`config.mk`:
```
export PLATFORM = sky130hd
export DESIGN_NAME = pipe_hazard_ctrl
export DESIGN_NICKNAME = d
export VERILOG_FILES = /design/src/rtl/pipe_hazard_ctrl_pkg.sv /design/src/rtl/pipe_hazard_ctrl_sat_counter.sv /design/src/rtl/pipe_hazard_ctrl.sv
export SDC_FILE = /design/constraint.sdc
export NUM_CORES = 1
export LEC_CHECK = 0
export ABC_AREA = 1
export BUFFER_PORTS_ARGS = -buffer_cell sky130_fd_sc_hd__clkbuf_2
export CORE_MARGIN = 2
export CORE_UTILIZATION = 54
export CTS_CLUSTER_SIZE = 25
export DETAILED_ROUTE_END_ITERATION = 7
export PLACE_DENSITY = 0.81
export SYNTH_ARGS = -nofsm -noshare
export SYNTH_HDL_FRONTEND = slang
export SYNTH_SLANG_ARGS = --single-unit
```
`constraint.sdc`:
```
create_clock -name clk_i -period 2.9 [get_ports clk_i]
set_input_delay 0.58 -clock clk_i [delete_from_list [all_inputs] [get_ports clk_i]]
set_output_delay 0.58 -clock clk_i [all_outputs]
set_load 0.05 [all_outputs]
```
`src/rtl/pipe_hazard_ctrl_pkg.sv`:
```
// Shared encodings and types for the pipeline stall/bubble sequencer.
package pipe_hazard_ctrl_pkg;

  // Y86 instruction codes referenced by the hazard terms
  localparam logic [3:0] IJXX    = 4'h7;
  localparam logic [3:0] IRET    = 4'h9;
  localparam logic [3:0] IMRMOVQ = 4'h5;
  localparam logic [3:0] IPOPQ   = 4'hB;

  // Register id meaning "no register"
  localparam logic [3:0] RNONE = 4'hF;

  // Status code for a normally flowing instruction
  localparam logic [2:0] SAOK = 3'd1;

  // Sequencer states; the encoding is visible on state_o
  typedef enum logic [1:0] {
    S_RUN   = 2'd0,
    S_IMISS = 2'd1,
    S_DMISS = 2'd2,
    S_HALT  = 2'd3
  } state_t;

  // Control bundle for the five pipeline registers
  typedef struct packed {
    logic f_stall;
    logic d_stall;
    logic d_bubble;
    logic e_stall;
    logic e_bubble;
    logic m_stall;
    logic m_bubble;
    logic w_stall;
  } ctrl_t;

  // Every register held, nothing injected
  localparam ctrl_t CTRL_FREEZE = '{
    f_stall:  1'b1,
    d_stall:  1'b1,
    d_bubble: 1'b0,
    e_stall:  1'b1,
    e_bubble: 1'b0,
    m_stall:  1'b1,
    m_bubble: 1'b0,
    w_stall:  1'b1
  };

  // True for instructions that load a register from memory
  function automatic logic is_load(input logic [3:0] icode);
    return (icode == IMRMOVQ) || (icode == IPOPQ);
  endfunction

endpackage

```
`src/rtl/pipe_hazard_ctrl_sat_counter.sv`:
```
// Saturating up-counter: sticks at all-ones instead of wrapping.
module sat_counter #(
  parameter int W = 32
) (
  input  logic         clk,
  input  logic         rst,
  input  logic         inc,
  output logic [W-1:0] count
);

  // Count up on inc, hold once every bit is set
  always_ff @(posedge clk or posedge rst) begin
    if (rst) begin
      count <= '0;
    end else if (inc && (count != '1)) begin
      count <= count + 1'b1;
    end
  end

endmodule

```
`src/rtl/pipe_hazard_ctrl.sv`:
```
// Central stall/bubble sequencer for the five-stage Y86 pipeline.
// Cache handshake: icache_ready_i / dcache_ready_i are sampled every cycle;
// a cycle with ready low is a miss cycle, the first cycle with ready high
// completes the access. Decisions are combinational in the cycle the
// condition is seen and the state register moves at the next posedge.
module pipe_hazard_ctrl
  import pipe_hazard_ctrl_pkg::*;
#(
  parameter int CNT_W = 32
) (
  input  logic             clk_i,
  input  logic             rst_i,
  input  logic [3:0]       D_icode_i,
  input  logic [3:0]       d_srcA_i,
  input  logic [3:0]       d_srcB_i,
  input  logic [3:0]       E_icode_i,
  input  logic [3:0]       E_dstM_i,
  input  logic             e_Cnd_i,
  input  logic             E_branch_taken_i,
  input  logic [3:0]       M_icode_i,
  input  logic [2:0]       m_stat_i,
  input  logic [2:0]       W_stat_i,
  input  logic             icache_ready_i,
  input  logic             M_mem_req_i,
  input  logic             dcache_ready_i,
  output logic             F_stall_o,
  output logic             D_stall_o,
  output logic             D_bubble_o,
  output logic             E_stall_o,
  output logic             E_bubble_o,
  output logic             M_stall_o,
  output logic             M_bubble_o,
  output logic             W_stall_o,
  output logic [1:0]       state_o,
  output logic             halted_o,
  output logic [CNT_W-1:0] stall_cnt_o,
  output logic [CNT_W-1:0] mispred_cnt_o
);

  state_t     state;
  state_t     state_nxt;
  logic       load_use;
  logic       ret_pend;
  logic       mispred;
  logic       icache_miss;
  logic       dcache_miss;
  logic       w_fault;
  ctrl_t      run_ctrl;
  ctrl_t      ctrl;
  logic [7:0] ctrl_bits;
  logic       stall_inc;
  logic       mispred_inc;

  // Hazard terms from the decode/execute/memory/writeback registers
  always_comb begin
    load_use    = is_load(E_icode_i) && (E_dstM_i != RNONE) &&
                  ((E_dstM_i == d_srcA_i) || (E_dstM_i == d_srcB_i));
    ret_pend    = (D_icode_i == IRET) || (E_icode_i == IRET) || (M_icode_i == IRET);
    mispred     = (E_icode_i == IJXX) && (e_Cnd_i != E_branch_taken_i);
    icache_miss = ~icache_ready_i;
    dcache_miss = M_mem_req_i & ~dcache_ready_i;
    w_fault     = (W_stat_i != SAOK);
  end

  // Normal-flow pipeline control; a mispredict squashes D rather than holding it
  always_comb begin
    run_ctrl          = '0;
    run_ctrl.f_stall  = load_use | ret_pend | icache_miss;
    run_ctrl.d_stall  = load_use & ~mispred;
    run_ctrl.d_bubble = mispred | (ret_pend & ~load_use) |
                        (icache_miss & ~load_use & ~mispred);
    run_ctrl.e_bubble = mispred | load_use;
    run_ctrl.m_bubble = (m_stat_i != SAOK) | w_fault;
  end

  // State register; reset returns to RUN regardless of any cache access in flight
  always_ff @(posedge clk_i or posedge rst_i) begin
    if (rst_i) begin
      state <= S_RUN;
    end else begin
      state <= state_nxt;
    end
  end

  // Next state and output selection; a faulting writeback overrides everything
  always_comb begin
    state_nxt = state;
    ctrl      = run_ctrl;
    case (state)
      S_RUN, S_IMISS: begin
        if (w_fault) begin
          state_nxt = S_HALT;
        end else if (dcache_miss) begin
          state_nxt = S_DMISS;
        end else if (icache_miss) begin
          state_nxt = S_IMISS;
        end else begin
          state_nxt = S_RUN;
        end
      end
      S_DMISS: begin
        // The cycle ready returns already flows with normal control
        if (!dcache_ready_i) begin
          ctrl = CTRL_FREEZE;
        end
        if (w_fault) begin
          state_nxt = S_HALT;
        end else if (dcache_ready_i) begin
          state_nxt = S_RUN;
        end
      end
      S_HALT: begin
        ctrl      = CTRL_FREEZE;
        state_nxt = S_HALT;
      end
      default: begin
        state_nxt = S_RUN;
      end
    endcase
  end

  assign F_stall_o  = ctrl.f_stall;
  assign D_stall_o  = ctrl.d_stall;
  assign D_bubble_o = ctrl.d_bubble;
  assign E_stall_o  = ctrl.e_stall;
  assign E_bubble_o = ctrl.e_bubble;
  assign M_stall_o  = ctrl.m_stall;
  assign M_bubble_o = ctrl.m_bubble;
  assign W_stall_o  = ctrl.w_stall;
  assign state_o    = state;
  assign halted_o   = (state == S_HALT);

  // Lost cycles exclude the frozen halt; mispredicts count only while the pipe can act on them
  assign ctrl_bits   = ctrl;
  assign stall_inc   = (state != S_HALT) && (|ctrl_bits);
  assign mispred_inc = mispred && ((state == S_RUN) || (state == S_IMISS));

  sat_counter #(.W(CNT_W)) u_stall_cnt (
    .clk   (clk_i),
    .rst   (rst_i),
    .inc   (stall_inc),
    .count (stall_cnt_o)
  );

  sat_counter #(.W(CNT_W)) u_mispred_cnt (
    .clk   (clk_i),
    .rst   (rst_i),
    .inc   (mispred_inc),
    .count (mispred_cnt_o)
  );

endmodule

```
==> qor.csv, run 1 <==
metric,value,unit
largest area contributor in the netlist,dfrtp_1,
dpl hpwl,9194,um
TNS Setup,0,ns
Critical Path End Type,flip-flop,
final period utilization,0.7898,
Setup Skew,0.01467,ns
Setup CP Type,flip-flop to flip-flop,
Max Root-Sink Buffers,2,
"Clk pin slew, worst setup/hold paths",0.08,ns
Worst EP arrival,2.52,ns
RSZ-0062 raised after global routing,false,
Synthesized Nets,714,
final slew viol count,0,
Initial Utilization,0.5557,
cts bufs inserted,9,
worst path required time,3.13,ns
post-synth cell types,26,
cell row count,33,
number of top-level pins,112,
layout cell share with drive strength beyond 1,0.1926,
Non-Filler Instances,894,
Slew @ Worst Pin,0.6083,ns
Slowest cell on crit path,dfrtp_1,
Rel. slew slack,0.5939,
Syn Area/Cell,6.731,um^2
drt pass-1 iters,5,
Setup-failing EPs final,0,
Crit path max-delay family,simple AND/OR/NAND/NOR gates,
RePlAce Congestion,0.9725,
total core area,8175,um^2
maximum vdd drop,0.2169,mV
"Critical Path, Cell by Cell",ha_1 > inv_1 > nor2_2 > nand2_2 > nor2_2 > nand2_1 > nand2_4 > inv_2 > nand2_1 > o21ai_2,
Worst setup SP type,flip-flop,
crit path max fanout,33,
CTS tree,yes,
H-Tree Depth,3,
Total Wirelength,11780,um
Chip Width,95.73,um
most frequent cells in the layout,"nand2_1, clkbuf_2, nor2_1, dfrtp_1, inv_1",
sequential share of the synthesized area,0.3635,
post-synth top area share,0.3635,
vias in the first global route,4359,
chip height,95.73,um
post_cts resized,0,
vias,4643,
Initial DRC Count,338,
die area,9163,um^2
#FFs+latches synth,66,
clock latency at the later pin of the worst-skew pair,0.35,ns
Netlist Area Pre-Place,4543,um^2
Post-Layout Inst Area,5325,um^2
max-cap viol count,0,
first-pass GRT wire length,19760,um
Max Fclk,436.6,MHz
antenna violations before repair,0,
WP buf/inv,2,
Fin. Hold Viols,0,
delay of the slowest cell on the worst path,0.42,ns
placed cell areas,5130,um^2
via/cell ratio,5.194,
clock sink total,66,
GRT Util Overall,0.2699,
Detail Route Antenna Nets,0,
Post-Synthesis Cells,675,
post-route minimum period,2.291,ns
Syn. warnings,0,
WL/cell,13.18,um
largest cells by area after synthesis,"dfrtp_1, nand2_1, xor2_1, nor2_1, nand3_1",
leak pwr,0.002840,uW
"commonest non-fill, non-tap cell in the layout",nand2_1,
ant diodes,0,
grt ovf,0,
Layout area overhead,17.21,%
outcome,"complete, no violations",
Hold WC Path Type,input port to async pin,
pin count of the biggest net entering global routing,34,
Post-CTS Setup Repair Bufs,0,
Cells after DPL,878,
Post-CTS Hold Fix Bufs,0,
I/O Buffers,111,
Layout Nets,823,
PD cells,337.6,nW/um^2
Design Power,1798,uW
root buf cell,clkbuf_8,
drt drc,0,
worst reg2reg max path, stage by stage (launching register included):
cell and delay, ns:
dfrtp_1 0.42, ha_1 0.21, inv_1 0.11, nor2_2 0.22, nand2_2 0.13, nor2_2 0.15, nand2_1 0.11, nand2_4 0.25
inv_2 0.31, nand2_1 0.18, o21ai_2 0.07
Yosys cell counts (all sizes together):
cell,number
xnor2,19
nand3b,2
xor2,39
nand2,282
o21ai,12
buf,16
nor3,31
a31oi,2
a21oi,2
nand4,11
nor3b,2
nand3,45
inv,63
nor4,2
dfrtp,66
nor2,79
ha,2
cells by family (layout without fill, tap and decap cells):
family,count (synthesis),count (layout),share of synthesized area
adder cells (fa/ha/maj),2,2,0.005507
AND/OR/NAND/NOR,454,454,0.4186
XOR/XNOR,58,58,0.1118
AO/OA/AOI/OAI,16,16,0.02148
flip-flops,66,66,0.3635
buffers and inverters,79,193,0.07904
worst paths after layout:
path                                        start                       to  slack (ns)  cells after the start
min in group clk_i                    M_mem_req_i               state_o[1]        0.51                      3
hold / removal                              rst_i  u_mispred_cnt.count[29]        0.27                      2
hold reg to reg            u_mispred_cnt.count[3]   u_mispred_cnt.count[3]        0.53                      1
setup / recovery           u_mispred_cnt.count[0]  u_mispred_cnt.count[31]        0.61                     10
setup reg to reg           u_mispred_cnt.count[0]  u_mispred_cnt.count[31]        0.61                     10
max in group asynchronous                   rst_i     u_stall_cnt.count[6]        1.93                      3
per-layer routing:
layer | routed length [um] | GRT usage | vias to the layer above
li1 | - | - | 2312
met1 | 5343 | 0.3716 | 2133
met2 | 5479 | 0.4376 | 181
met3 | 781 | 0.03681 | 17
met4 | 179 | 0.09405 | 0
met5 | 0 | 0 | -
where the power goes:
group / internal, uW / switching (uW)
Clock: 399 / 392
Combinational: 32.1 / 53.0
Sequential: 920 / 1.22
Total: 1350 / 447
registers in the layout, summed over array words and instances, names as in the netlist:
register,flops
u_stall_cnt.count,32
u_mispred_cnt.count,32
state_o,2
cell type report:
| cell class | instances | area (um^2) |
|---|---|---|
| clock buffers | 10 | 127.6 |
| multi-input cells | 530 | 2532 |
| clock inverters | 6 | 67.56 |
| inverters | 63 | 236.5 |
| flip-flops and latches | 66 | 1652 |
| well taps | 105 | 131.4 |
| repair buffers | 114 | 578.1 |
| fillers | 789 | 2850 |
per-stage QoR:
stage               worst slack (ns)  hold WS [ns]    util
floorplan                     0.1294        0.7513       -
global placement              0.7170        0.5054  0.6275
detailed placement            0.6441        0.5229  0.6275
CTS                           0.6227        0.3022  0.6514
global route                  0.4321        0.3363  0.6514
finish                        0.6095        0.2745  0.6514
Power figures use the tool's default switching activity.
==> run 2, diff against run 1 <==
- CORE_UTILIZATION: 54 -> 49
- PLACE_DENSITY: 0.81 -> 0.77
- clock period: 2.9 -> 2 ns (I/O delays scaled with it)
==> qor.csv, run 2 (same netlist as run 1, synthesis figures left out) <==
metric,value,unit
Max Fclk,528.5,MHz
crit path launch,state_o[0],
Setup WS post-layout,0.1079,ns
Initial DRC Count,248,
clock latency at the later pin of the worst-skew pair,0.35,ns
worst path required time,1.60,ns
R2R Setup Slk,0.14,ns
r2r endpoint,u_stall_cnt.count[3],
FF+latch area,1658,um^2
Max Root-Sink Buffers,2,
final slew viol count,0,
Worst setup SP type,flip-flop,
CTS tree,yes,
die area,10060,um^2
pre-CTS WS,0.06046,ns
H-Tree Depth,3,
max-cap viol count,0,
Rel. slew slack,0.6490,
ant diodes,0,
"commonest non-fill, non-tap cell in the layout",nand2_1,
reg2reg path depth,10,
r2r startpoint,u_stall_cnt.count[2],
crit path capture,F_stall_o,
dpl hpwl,9737,um
Cells after DPL,903,
worst hold slack,0.07971,ns
leak pwr,0.002963,uW
cell row count,35,
cts bufs inserted,9,
most frequent cells in the layout,"nand2_1, clkbuf_2, nor2_1, dfrtp_1, inv_1",
Non-Filler Instances,921,
Chip Width,100.3,um
grt ovf,0,
clock sink total,66,
total core area,9109,um^2
drt drc,0,
maximum vdd drop,0.3145,mV
pin count of the biggest net entering global routing,45,
GRT Util Overall,0.2603,
via/cell ratio,5.240,
post-route minimum period,1.892,ns
first-pass GRT wire length,21220,um
vias in the first global route,4721,
Total Wirelength,12690,um
RePlAce Congestion,0.9469,
PD cells,470.4,nW/um^2
Layout Nets,844,
I/O Buffers,111,
Detail Route Antenna Nets,0,
chip height,100.3,um
"Clk pin slew, worst setup/hold paths",0.08,ns
Setup-failing EPs final,0,
Fin. Hold Viols,0,
RSZ-0062 raised after global routing,false,
layout cell share with drive strength beyond 1,0.2272,
outcome,"complete, no violations",
Setup Skew,0.01190,ns
Slew @ Worst Pin,0.5255,ns
footprint of the multi-input gates,2585,um^2
root buf cell,clkbuf_8,
drt pass-1 iters,5,
antenna violations before repair,0,
final period utilization,0.9461,
TNS Setup,0,ns
final core area utilization,0.6161,
Hold WC Path Type,input port to async pin,
vias,4826,
layout filler cell count,843,
Setup CP Type,flip-flop to output port,
number of top-level pins,112,
WL/cell,13.78,um
Critical Path End Type,output port,
Layout area overhead,23.52,%
Initial Utilization,0.4988,
Worst EP arrival,1.49,ns
crit path max fanout,5,
-- run 2: changes by cell type in the layout (fill, tap and decap cells not counted), sizes merged --
cell and delta:
buf +22, clkbuf -2, clkinvlp +2, clkinv -1, inv -1, nand2 +1
-- run 2: area by class of cell --
cell class / instances / share of cell area
repair buffers: 134 / 0.1396
inverters: 63 / 0.04326
multi-input cells: 531 / 0.4606
flip-flops and latches: 66 / 0.2954
clock buffers: 10 / 0.02453
clock inverters: 6 / 0.01182
well taps: 111 / 0.02475
-- run 2: worst max-delay path: stages (launching register included) --
cell and delay, ns:
dfrtp_2 0.43, o21ai_2 0.22, inv_2 0.09, nor2_1 0.13, nand2_2 0.07, buf_2 0.21
-- run 2: power breakdown --
group | internal (uW) | switching (uW)
Sequential | 1330 | 1.65
Combinational | 49.4 | 80.9
Clock | 609 | 564
Total | 1990 | 647
-- run 2: timing repair --
action,4_1_cts,5_1_grt
endpoints found under the setup margin,2,62
buffers inserted,0,1
pin swaps,0,1
resized for setup,2,10
hold buffers,0,0
gates cloned,0,1
-- run 2: per-layer routing --
metal / global-route usage / vias up / routed length (um)
met5: 0 / - / 0
met4: 0.09589 / 0 / 271
met3: 0.04039 / 28 / 833
met2: 0.4538 / 198 / 6300
met1: 0.3255 / 2241 / 5285
li1: - / 2359 / -
-- run 2: worst min-delay path by stage --
stage,startpoint,end,depth (start not counted)
after floorplan,rst_i,u_mispred_cnt.count[10],1
final,rst_i,u_stall_cnt.count[21],2
after global routing,rst_i,u_stall_cnt.count[21],2
after CTS,rst_i,u_stall_cnt.count[20],2
after detailed placement,rst_i,u_stall_cnt.count[25],2
after global placement,rst_i,state_o[1],2
-- run 2: metrics by stage --
| stage | total power [uW] | cell area [um^2] |
|---|---|---|
| floorplan | 1429 | 4573 |
| global placement | 1488 | 5360 |
| detailed placement | 1494 | 5360 |
| finish | 2639 | 5612 |
| global route | 2735 | 5612 |
| CTS | 2655 | 5570 |
==> run 3, diff against run 2 <==
- CELL_PAD_IN_SITES_DETAIL_PLACEMENT: default -> 0
- CELL_PAD_IN_SITES_GLOBAL_PLACEMENT: default -> 1
- CORE_UTILIZATION: 49 -> 35
- CTS_BUF_LIST: default -> sky130_fd_sc_hd__clkbuf_4
- PLACE_DENSITY: 0.77 -> default
- PLACE_DENSITY_LB_ADDON: default -> 0.1
==> qor.csv, run 3 (same netlist as run 1, synthesis figures left out) <==
metric,value,unit
clock latency at the later pin of the worst-skew pair,0.44,ns
Worst setup SP type,flip-flop,
PD cells,414.1,nW/um^2
WL/cell,13.71,um
Post-CTS Hold Fix Bufs,0,
Total Wirelength,13780,um
Setup CP Type,flip-flop to output port,
Design Power,2405,uW
maximum vdd drop,0.1859,mV
drt drc,0,
total core area,12670,um^2
Max Fclk,518.8,MHz
worst path required time,1.60,ns
vias in the first global route,4509,
chip height,117.9,um
TNS Setup,0,ns
RSZ-0062 raised after global routing,true,
Critical Path End Type,output port,
Setup Skew,0.01838,ns
"commonest non-fill, non-tap cell in the layout",nand2_1,
"Clk pin slew, worst setup/hold paths",0.13,ns
Worst EP arrival,1.53,ns
leak pwr,0.003057,uW
post-route minimum period,1.928,ns
GRT Util Overall,0.1981,
Post-Layout Inst Area,5808,um^2
Layout Nets,867,
Max Root-Sink Buffers,2,
ant diodes,0,
H-Tree Depth,3,
worst hold slack,0.004363,ns
grt ovf,0,
root buf cell,clkbuf_4,
pin count of the biggest net entering global routing,44,
Fin. Hold Viols,0,
CTS tree,yes,
first-pass GRT wire length,22250,um
Rel. slew slack,0.6427,
layout cell share with drive strength beyond 1,0.2485,
vias,4694,
crit path max fanout,3,
via/cell ratio,4.671,
Initial DRC Count,309,
Setup-failing EPs final,0,
antenna violations before repair,0,
placed cell areas,5559,um^2
die area,13910,um^2
R2R Setup Slk,0.16,ns
number of top-level pins,112,
most frequent cells in the layout,"nand2_1, clkbuf_2, nor2_1, dfrtp_1, inv_1",
clock sink total,66,
Layout area overhead,27.84,%
RePlAce Congestion,0.9175,
drt pass-1 iters,5,
outcome,"complete, no violations",
cell row count,41,
dpl hpwl,10660,um
final core area utilization,0.4584,
Chip Width,117.9,um
cts bufs inserted,9,
Initial Utilization,0.3585,
final period utilization,0.9638,
Hold WC Path Type,input port to async pin,
max-cap viol count,0,
Detail Route Antenna Nets,0,
final slew viol count,0,
Slew @ Worst Pin,0.5359,ns
I/O Buffers,111,
==> run 3: cell types whose count changed in the layout (fill, tap and decap cells not counted), moves of 2 or more <==
cell / before / now
inv_6: 0 / 2
clkinvlp_4: 4 / 2
clkbuf_8: 10 / 0
dfrtp_2: 5 / 7
dfrtp_1: 61 / 59
buf_4: 20 / 43
clkbuf_4: 1 / 9
clkinv_1: 0 / 2
==> run 3: cell type report <==
class,count,area (um^2)
multi-input combinational,531,2587
clock buffer,9,67.56
fill,1389,6863
sequential,66,1660
timing repair buffer,157,969.7
clock inverter,7,67.56
tap,172,215.2
inverter,63,240.2
==> run 3: critical path: stages (launching register included) <==
cell and delay [ns]:
dfrtp_2 0.46, o21ai_4 0.19, nand2_1 0.13, a31oi_4 0.17, buf_8 0.16
==> run 3: worst paths after layout <==
kind	startpoint	endpoint	cells after the start
setup reg to reg	u_mispred_cnt.count[0]	u_mispred_cnt.count[3]	11
min in group clk_i	M_mem_req_i	state_o[1]	3
max in group asynchronous	rst_i	u_mispred_cnt.count[1]	3
setup / recovery	state_o[0]	D_bubble_o	4
hold reg to reg	u_mispred_cnt.count[6]	u_mispred_cnt.count[6]	1
hold / removal	rst_i	u_stall_cnt.count[27]	3
==> run 3: metrics by stage <==
step | std cells | worst slack (ns)
4_1_cts | 998 | 0.001875
3_5_place_dp | 982 | 0.08055
2_1_floorplan | 675 | -0.03390
3_3_place_gp | 982 | 0.1047
5_1_grt | 1005 | -0.002108
6_report | 1005 | 0.07230
==> run 3: per-layer routing <==
layer / up-vias / wire length [um] / global-route usage
li1: 2409 / - / -
met3: 10 / 802 / 0.03682
met1: 2137 / 7003 / 0.2974
met2: 138 / 5854 / 0.2929
met4: 0 / 118 / 0.04744
met5: - / 0 / 0
==> run 3: timing repair <==
item                                   CTS  global route
pin swaps                                0             2
endpoints found under the hold margin    0             0
setup endpoints to repair                4            38
buffers inserted                         0             6
resized for setup                        5            11
gates cloned                             0             1
==> run 3: power by group <==
part           switching [uW]  internal, uW  leakage, uW
Combinational            78.0          48.1      0.00212
Clock                     562           380    0.0000718
Sequential               1.78          1340     0.000864
Total                     642          1760      0.00306
